[config.mk]
export PLATFORM = sky130hd
export DESIGN_NAME = neo_frame_sequencer
export DESIGN_NICKNAME = d
export VERILOG_FILES = /design/src/rtl/neo_pkg.sv /design/src/rtl/neo_palette_lookup.sv /design/src/rtl/neo_frame_sequencer.sv
export SDC_FILE = /design/constraint.sdc
export NUM_CORES = 1
export LEC_CHECK = 0
export ABC_CLOCK_PERIOD_IN_PS = 4700
export CORE_MARGIN = 2
export CORE_UTILIZATION = 38
export CTS_CLUSTER_SIZE = 12
export DETAILED_ROUTE_END_ITERATION = 8
export DONT_BUFFER_PORTS = 1
export PLACE_DENSITY = 0.56
export RECOVER_POWER = 25
export SYNTH_ARGS = -nofsm -noshare
export SYNTH_HDL_FRONTEND = slang
export SYNTH_SLANG_ARGS = --single-unit
[constraint.sdc]
create_clock -name clock -period 4.7 [get_ports clock]
set_clock_uncertainty 0.05 [all_clocks]
set_input_delay 1.175 -clock clock [delete_from_list [all_inputs] [get_ports clock]]
set_output_delay 1.175 -clock clock [all_outputs]
set_load 0.01 [all_outputs]
[src/rtl/neo_pkg.sv]
// Shared types and the eight-entry RGB palette for the NeoPixel frame sequencer.
package neo_pkg;

   typedef struct packed {
      logic [7:0] r;
      logic [7:0] g;
      logic [7:0] b;
   } rgb_t;

   typedef enum logic [1:0] {
      GREEN = 2'd0,
      RED   = 2'd1,
      BLUE  = 2'd2
   } color_idx_t;

   typedef enum logic [2:0] {
      IDLE       = 3'd0,
      LOAD_WAIT  = 3'd1,
      LOAD_PULSE = 3'd2,
      LOAD_GAP   = 3'd3,
      SEND_WAIT  = 3'd4,
      SEND       = 3'd5,
      HOLD       = 3'd6
   } seq_state_t;

   localparam rgb_t PALETTE [8] = '{
      24'hFF0000,   // red
      24'h00FF00,   // green
      24'h0000FF,   // blue
      24'hFFFF00,   // yellow
      24'h00FFFF,   // cyan
      24'hFF00FF,   // magenta
      24'h404040,   // white (dimmed)
      24'h000000    // off
   };

   // Strand wire order is G, R, B; index 3 is never loaded and reads as dark.
   function automatic logic [7:0] pick_channel(input rgb_t c, input logic [1:0] col);
      logic [7:0] v;
      case (col)
         GREEN:   v = c.g;
         RED:     v = c.r;
         BLUE:    v = c.b;
         default: v = 8'h00;
      endcase
      return v;
   endfunction

endpackage

[src/rtl/neo_palette_lookup.sv]
// Combinational colour-byte lookup: rotated palette entry for a pixel, one channel.
// With BRIGHTNESS_SCALE_EN defined the byte is right-shifted by LEVEL_SHIFT.
module neo_palette_lookup
   import neo_pkg::*;
#(
   parameter int NUM_PIXELS  = 5,
   parameter int LEVEL_SHIFT = 2
) (
   input  logic [2:0] pix,
   input  logic [2:0] offset,
   input  logic [1:0] col,
   output logic [7:0] level
);

`ifdef BRIGHTNESS_SCALE_EN
   localparam bit SCALE_EN = 1'b1;
`else
   localparam bit SCALE_EN = 1'b0;
`endif

   localparam logic [3:0] NP = 4'(NUM_PIXELS);

   logic [3:0] sum;
   logic [2:0] idx;
   logic [7:0] raw;

   // pix and offset are both below NUM_PIXELS, so one conditional subtract is a full modulo.
   always_comb begin
      sum   = {1'b0, pix} + {1'b0, offset};
      idx   = (sum >= NP) ? 3'(sum - NP) : sum[2:0];
      raw   = pick_channel(PALETTE[idx], col);
      level = SCALE_EN ? (raw >> LEVEL_SHIFT) : raw;
   end

endmodule

[src/rtl/neo_frame_sequencer.sv]
// Streams a rotating palette pattern into the NeoPixel controller, then sends and holds.
// Optional BRIGHTNESS_SCALE_EN macro dims every level (applied in neo_palette_lookup).
module neo_frame_sequencer
   import neo_pkg::*;
#(
   parameter int NUM_PIXELS   = 5,
   parameter int FRAME_CYCLES = 2_500_000,
   parameter int LEVEL_SHIFT  = 2
) (
   input  logic       clock,
   input  logic       reset,
   input  logic       enable,
   input  logic       ready_to_load,
   input  logic       ready_to_send,
   output logic [2:0] pixel_index,
   output logic [1:0] color_index,
   output logic [7:0] color_level,
   output logic       load_color,
   output logic       send_it,
   output logic       frame_done,
   output logic [2:0] fsm_state
);

   localparam int               CNT_W     = $clog2(FRAME_CYCLES + 1);
   localparam logic [2:0]       LAST_PIX  = 3'(NUM_PIXELS - 1);
   localparam logic [CNT_W-1:0] HOLD_LOAD = CNT_W'(FRAME_CYCLES - 1);

   seq_state_t       state, state_nxt;
   logic [2:0]       pix, pix_nxt;
   logic [1:0]       col, col_nxt;
   logic [2:0]       offset, offset_nxt;
   logic [CNT_W-1:0] cnt, cnt_nxt;
   logic [2:0]       pixel_index_nxt;
   logic [1:0]       color_index_nxt;
   logic [7:0]       color_level_nxt;
   logic             load_nxt, send_nxt, done_nxt;
   logic [7:0]       level;

   neo_palette_lookup #(
      .NUM_PIXELS  (NUM_PIXELS),
      .LEVEL_SHIFT (LEVEL_SHIFT)
   ) u_lookup (
      .pix    (pix),
      .offset (offset),
      .col    (col),
      .level  (level)
   );

   assign fsm_state = state;

   always_ff @(posedge clock or negedge reset) begin
      if (!reset) begin
         state       <= IDLE;
         pix         <= '0;
         col         <= '0;
         offset      <= '0;
         cnt         <= '0;
         pixel_index <= '0;
         color_index <= '0;
         color_level <= '0;
         load_color  <= 1'b0;
         send_it     <= 1'b0;
         frame_done  <= 1'b0;
      end else begin
         state       <= state_nxt;
         pix         <= pix_nxt;
         col         <= col_nxt;
         offset      <= offset_nxt;
         cnt         <= cnt_nxt;
         pixel_index <= pixel_index_nxt;
         color_index <= color_index_nxt;
         color_level <= color_level_nxt;
         load_color  <= load_nxt;
         send_it     <= send_nxt;
         frame_done  <= done_nxt;
      end
   end

   // Strobes are computed one cycle early so every output comes straight from a flop.
   always_comb begin
      state_nxt       = state;
      pix_nxt         = pix;
      col_nxt         = col;
      offset_nxt      = offset;
      cnt_nxt         = cnt;
      pixel_index_nxt = pixel_index;
      color_index_nxt = color_index;
      color_level_nxt = color_level;
      load_nxt        = 1'b0;
      send_nxt        = 1'b0;
      done_nxt        = 1'b0;

      case (state)
         IDLE: begin
            if (enable) begin
               state_nxt = LOAD_WAIT;
               pix_nxt   = '0;
               col_nxt   = '0;
            end
         end
         LOAD_WAIT: begin
            if (ready_to_load) begin
               pixel_index_nxt = pix;
               color_index_nxt = col;
               color_level_nxt = level;
               load_nxt        = 1'b1;
               state_nxt       = LOAD_PULSE;
            end
         end
         LOAD_PULSE: begin
            state_nxt = LOAD_GAP;
         end
         LOAD_GAP: begin
            state_nxt = LOAD_WAIT;
            if (col == 2'd2) begin
               col_nxt = '0;
               if (pix == LAST_PIX) begin
                  pix_nxt   = '0;
                  state_nxt = SEND_WAIT;
               end else begin
                  pix_nxt = pix + 3'd1;
               end
            end else begin
               col_nxt = col + 2'd1;
            end
         end
         SEND_WAIT: begin
            if (ready_to_send) begin
               send_nxt  = 1'b1;
               state_nxt = SEND;
            end
         end
         SEND: begin
            cnt_nxt   = HOLD_LOAD;
            state_nxt = HOLD;
            if (FRAME_CYCLES == 1) done_nxt = 1'b1;
         end
         HOLD: begin
            // frame_done is raised so that it is high during the final (cnt == 0) hold cycle.
            if (cnt == '0) begin
               offset_nxt = (offset == LAST_PIX) ? 3'd0 : offset + 3'd1;
               pix_nxt    = '0;
               col_nxt    = '0;
               state_nxt  = enable ? LOAD_WAIT : IDLE;
            end else begin
               cnt_nxt = cnt - CNT_W'(1);
               if (cnt == CNT_W'(1)) done_nxt = 1'b1;
            end
         end
         default: begin
            state_nxt = IDLE;
         end
      endcase
   end

endmodule

==> Word level (Yosys, flattened, before mapping) <==
Memories as Yosys holds them, arrays and structs flattened.
Index checks and enable logic that the tools add are counted.
{ "op_classes": {"add_sub_neg": 6, "multipliers": 0, "div": 0, "magnitude_cmp": 2, "eq_ne": 17, "n_shift": 0, "muxes": 31, "bitwise_logic": 1, "n_reduce_logical": 11} }
{ "op_table": {"columns": ["cell", "n"], "rows": [
  ["24-bit two-way mux", 2],
  ["22-bit one-hot mux with 2 select lines", 1],
  ["3-bit two-way mux", 12],
  ["8-bit one-hot mux with 3 select lines", 1],
  ["22-bit by 1-bit equality test with 1-bit output (second input constant)", 1],
  ["22-bit logical NOT", 1],
  ["22-bit two-way mux", 1],
  ["22-bit by 1-bit subtractor with 22-bit output (second input constant)", 1],
  ["3-bit one-hot mux with 7 select lines", 1],
  ["3-bit equality test (second input constant)", 5],
  ["2-bit != test (second input constant)", 6],
  ["3-bit one-hot mux with 3 select lines", 1],
  ["1-bit two-way mux", 8],
  ["4-bit AND reduction", 2],
  ["3-bit by 1-bit adder with 3-bit output (second input constant)", 2],
  ["3-bit by 2-bit equality test with 1-bit output (second input constant)", 2],
  ["2-bit two-way mux", 3],
  ["2-bit one-hot mux with 3 select lines", 1],
  ["2-bit AND reduction", 3],
  ["3-bit by 3-bit adder with 4-bit output", 1],
  ["4-bit by 3-bit >= comparator with 1-bit output (second input constant)", 1],
  ["4-bit >= comparator (second input constant)", 1],
  ["3-bit inverter with 4-bit output", 1],
  ["3-bit by 1-bit equality test with 1-bit output (second input constant)", 1],
  ["9 further kinds", 9]
]} }
{ "totals": {"ff_bits": 49, "latch_bits": 0, "ram_bits": 0, "rom_bits": 192, "output_inout_bits": 19, "memories": 1} }
{ "mem_list": {"columns": ["memory", "depth", "width", "rd", "rd_clocked_by_memory_dff", "wr", "line", "rtl"], "rows": [
  ["(name not given)", 8, 24, 1, 0, 0, "neo_palette_lookup.sv:31", "raw = pick_channel(PALETTE[idx], col);"]
]} }

==> Longest topological paths before layout <==
{ "depth": {"word_depth": 8, "mapped_depth": 15, "mapped_depth_nobuf": 15} }

==> Hierarchy <==
From an unflattened synthesis, not the netlist that was laid out.
{ "hier_totals": {"cells_unflattened": 293, "area_unflattened_um2": 2891.5} }
{ "by_module_without_submodules": {"columns": ["mod", "n_inst", "cells_each", "area_per_inst_um2", "seq_area_each_um2"], "rows": [
  ["neo_frame_sequencer", 1, 232, 2443.6, 1226.2],
  ["neo_palette_lookup", 1, 61, 447.9, 0.0]
]} }

==> Worst setup path after synthesis <==
Ideal clock, no wire load.
{ "synth_path": {"path_type": "register -> register", "from": "register offset[0]", "to": "register color_level[5]", "setup_ns": 0.140, "t_arrival_ns": 3.600, "required_time_ns": 4.510, "path_slack_ns": 0.910, "path_stages_with_launch": 15, "period_less_slack_ns": 3.790, "path_cell_list": "dfrtp_1 ha_1 fa_1 inv_1 ha_1 nor2b_1 o21ai_0 a211oi_1 mux2i_1 ha_1 a41o_1 a211o_1 a221o_1 nand4b_1 o221ai_1"} }
{ "synth_between": {"elab_chain_cells": 8, "elab_cells_between_ends": 9, "classes_between": "add/sub: 2; order compare: 1; mux: 4; bitwise: 1; memory: 1"} }
{ "synth_rtl": {"columns": ["element", "line", "rtl"], "rows": [
  ["from (decl)", "neo_frame_sequencer.sv:31", "logic [2:0] offset, offset_nxt;"],
  ["from (signal assigned)", "neo_frame_sequencer.sv:68", "offset <= offset_nxt;"],
  ["3-bit by 3-bit adder with 4-bit output (*)", "neo_palette_lookup.sv:29", "sum = {1'b0, pix} + {1'b0, offset};"],
  ["4-bit by 3-bit >= comparator with 1-bit output / 3-bit subtractor (equally long branches)", "neo_palette_lookup.sv:30", "idx = (sum >= NP) ? 3'(sum - NP) : sum[2:0];"],
  ["3-bit two-way mux (*)", "neo_palette_lookup.sv:30", null],
  ["3-bit inverter with 4-bit output (implied by the code) (*)", "neo_palette_lookup.sv:31", null],
  ["memory read 8 x 24 bit (*)", null, null],
  ["24-bit two-way mux (implied by the code) (*) (2 in a row)", "neo_palette_lookup.sv:31", null],
  ["8-bit one-hot mux with 3 select lines (*)", "neo_pkg.sv:40", "case (col)"],
  ["to (signal assigned)", "neo_frame_sequencer.sv:72", "color_level <= color_level_nxt;"],
  ["to (decl)", "neo_frame_sequencer.sv:17", "output logic [7:0] color_level,"]
]} }
Mark *: on every way between the ends. The rest lies on a longest branch, timed or not. The select of a mux whose other input is x is not followed.
A chain may end at the register's enable or synchronous reset.

==> Worst setup path in the final report <==
Ends and elaborated chain as after synthesis.

==> results_dict.tcl <==
set metrics [dict create \
    status "finished, final reports clean" \
    tritoncts "done" \
    grt_pass1_wl_mm 9.16 \
    finalSetupViolCount 0 \
    drt_iter0_markers 129 \
    layout_commonest_cell "dfrtp_1" \
    power_switching_uw 614 \
    tns_ps 0 \
    dp_hpwl_mm 3.85 \
    area_delta_synth_final_pct 3.37 \
    cp-end-kind "register" \
    cp_num_buf_inv 1 \
    port_buffers 0 \
    rsz0062_at_grt "no" \
    drc_errors 0 \
    start_util_pct 39.7 \
    core_um2 6910 \
    crit_chain "ha_1 -> fa_1 -> inv_1 -> ha_1 -> nor2b_1 -> o21ai_0 -> a211oi_2 -> mux2i_1 -> ha_1 -> a41o_1 -> a211o_1 -> a221o_1 -> nand4b_1 -> o221ai_1" \
    met3_usage_pct 2.86 \
    critPathArrivalTime_ps 4260 \
    die_area_um2 7920 \
    gp_congestion 0.807 \
    antennaDiodeCount 0 \
    ys_ff_latch 43 \
    grt_use_total_pct 14.8 \
    placementRows 30 \
    crit_top_cell "ha_1" \
    leakagePower_uw 0.00128 \
    fp.dieH_um 89.0 \
    hold_viol 0 \
    seqPwrFrac_pct 42.6 \
    synth_nets 315 \
    busiest_layer "met2" \
    insertion_delay_ps 290 \
    maxCapViolations 0 \
    pwr-share-comb_pct 41.9 \
    cts_buffer_depth 2 \
    regArea_um2 1080 \
    grt_max_degree 44 \
    wl_per_cell_um 14.4 \
    hp-class "register to register" \
    synth_area_per_cell_um2 9.30 \
    overflow 0 \
    cts_setup_buffers 0 \
    place_area_um2 2760 \
    yosysWarnings 0 \
    drv_slew 0 \
    cts.sinks 43 \
    die_x_um 89.0 \
    clockRootBuffer "clkbuf_8" \
    synthCells 295 \
    synthDistinctLibCells 61 \
    power.density_nw_per_um2 505 \
    nets 304 \
    layout_common_cells "dfrtp_1, o21ai_0, nand2_1" \
    antenna_found_initial 0 \
    ir_drop_uv 305 \
    ctsHoldBuffers 0 \
    fillers 716 \
    worst_pin_slew_ps 1090 \
    fin_crit_ps 4180 \
    relSlewSlack_pct 27.0 \
    firstDrtPassIters 4 \
    worstSetupStartpointType "register" \
    synth_edf_count 0 \
    grt_use_met2_pct 23.4 \
    final_layout_size_suffix_gt1_share_pct 8.13 \
    cts_buffers 5 \
    async_reset_ff_share_pct 100 \
    pin_count 24 \
    power_frac_clock_pct 15.5 \
    max_stage_delay_ps 500 \
    final_util_pct 41.1 \
    vias 2075 \
    clk_pin_slew_ps 80 \
    multi_input_area_um2 1510 \
    grt_pass1_vias 1947 \
    wirelength_mm 5.46 \
    fmax_mhz 239 \
    critical-path-top-delay-family "compound AO/OA/AOI/OAI gates" \
    synth_area_um2 2740 \
    use_met1_pct 21.1 \
    drtAntennaViolNets 0 \
    ys_seq_area_share_pct 39.2 \
    final_area_um2 2840 \
    synth_flop_cell "dfrtp_1" \
    crit_type "register to register" \
    htreeDepth 2 \
    path_max_fanout 14 \
    hold_slack_ps 433 \
    critPathRequiredTime_ps 4790 \
    intPower_uw 818 \
    finalCritPeriodShare_pct 88.8 \
    routed_via_density 5.47 \
    switching_share_pct 42.9 \
    slowest_stage "fa_1" \
]
[power groups by stage]
stage               Sequential [µW]  Combinational (µW)  Clock (µW)
finish                          610                 599         222
detailed placement              619                 596           0
global route                    631                 684         243
CTS                             611                 598         232
floorplan                       564                 559           0
global placement                617                 587           0
[synthesized netlist by cell type, types with 5 or more instances]
master    instances  area, µm²
inv_1            14       52.6
nand3_1           9       45.0
mux2_2            8       90.1
nor4_1            6       37.5
buf_4             6       45.0
nor3_1            5       25.0
clkbuf_1          6       22.5
nor2_1           24       90.1
o21ai_0          28        140
or3_1             5       31.3
xnor2_1           6       52.6
ha_1             14        175
a21oi_1           9       45.0
xor2_1           10       87.6
nand2_1          27        101
dfrtp_1          43       1080
nand2b_1          7       43.8
[final timing paths]
path                                        from                          to  slack, ps  cells after the start
max                        offset[0]$_DFFE_PN0P_  color_level[5]$_DFFE_PN0P_        520                     14
min                          cnt[12]$_DFFE_PN0P_         cnt[12]$_DFFE_PN0P_        430                      1
max reg2reg                offset[0]$_DFFE_PN0P_  color_level[5]$_DFFE_PN0P_        520                     14
min reg2reg                  cnt[12]$_DFFE_PN0P_         cnt[12]$_DFFE_PN0P_        430                      1
max in group asynchronous                  reset          cnt[4]$_DFFE_PN0P_       3990                      0
min in group asynchronous                  reset  color_level[5]$_DFFE_PN0P_        520                      0
[sequential cells by signal, summed over array words and instances, names as in the netlist]
signal,count
cnt,22
col,2
color_index,2
color_level,2
frame_done,1
fsm_state,3
load_color,1
offset,3
pix,3
pixel_index,3
send_it,1
[per-layer routing]
metal / wire length, µm / vias up / share of wire [%]
met3: 176 / 4 / 3.2
met5: 0 / - / 0
met2: 2470 / 38 / 45
met4: 48 / 0 / 0.88
met1: 2770 / 1011 / 51
li1: - / 1022 / -
[layout make-up]
cell class	count	share of cell area [%]
tap	96	4.23
multi-input combinational	220	53.3
clock buffer	5	2.43
sequential	43	37.9
clock inverter	1	0.265
inverter	14	1.85
[through the flow]
step | total power, µW | setup WS (ps) | std cells
after floorplan | 1120 | 910 | 295
after global placement | 1200 | 421 | 373
after detailed placement | 1220 | 324 | 373
after CTS | 1440 | 309 | 379
after global routing | 1560 | 177 | 379
final | 1430 | 524 | 379
[cell families after synthesis]
family                     Yosys count  synth area share, %
and+or+nand+nor                    108                 21.5
muxes                               12                 4.74
xor gates and xnor gates            16                 5.11
adders and majority gates           15                 7.11
AOI/OAI and AO/OA                   69                 16.2
buffers and inverters               32                 6.11
DFF                                 43                 39.2
[repair_timing]
action | 4_1_cts | 5_1_grt
resized for setup | 0 | 1
hold endpoints to repair | 0 | 0
setup endpoints to repair | 0 | 1
(Power assumes the default switching activity.)
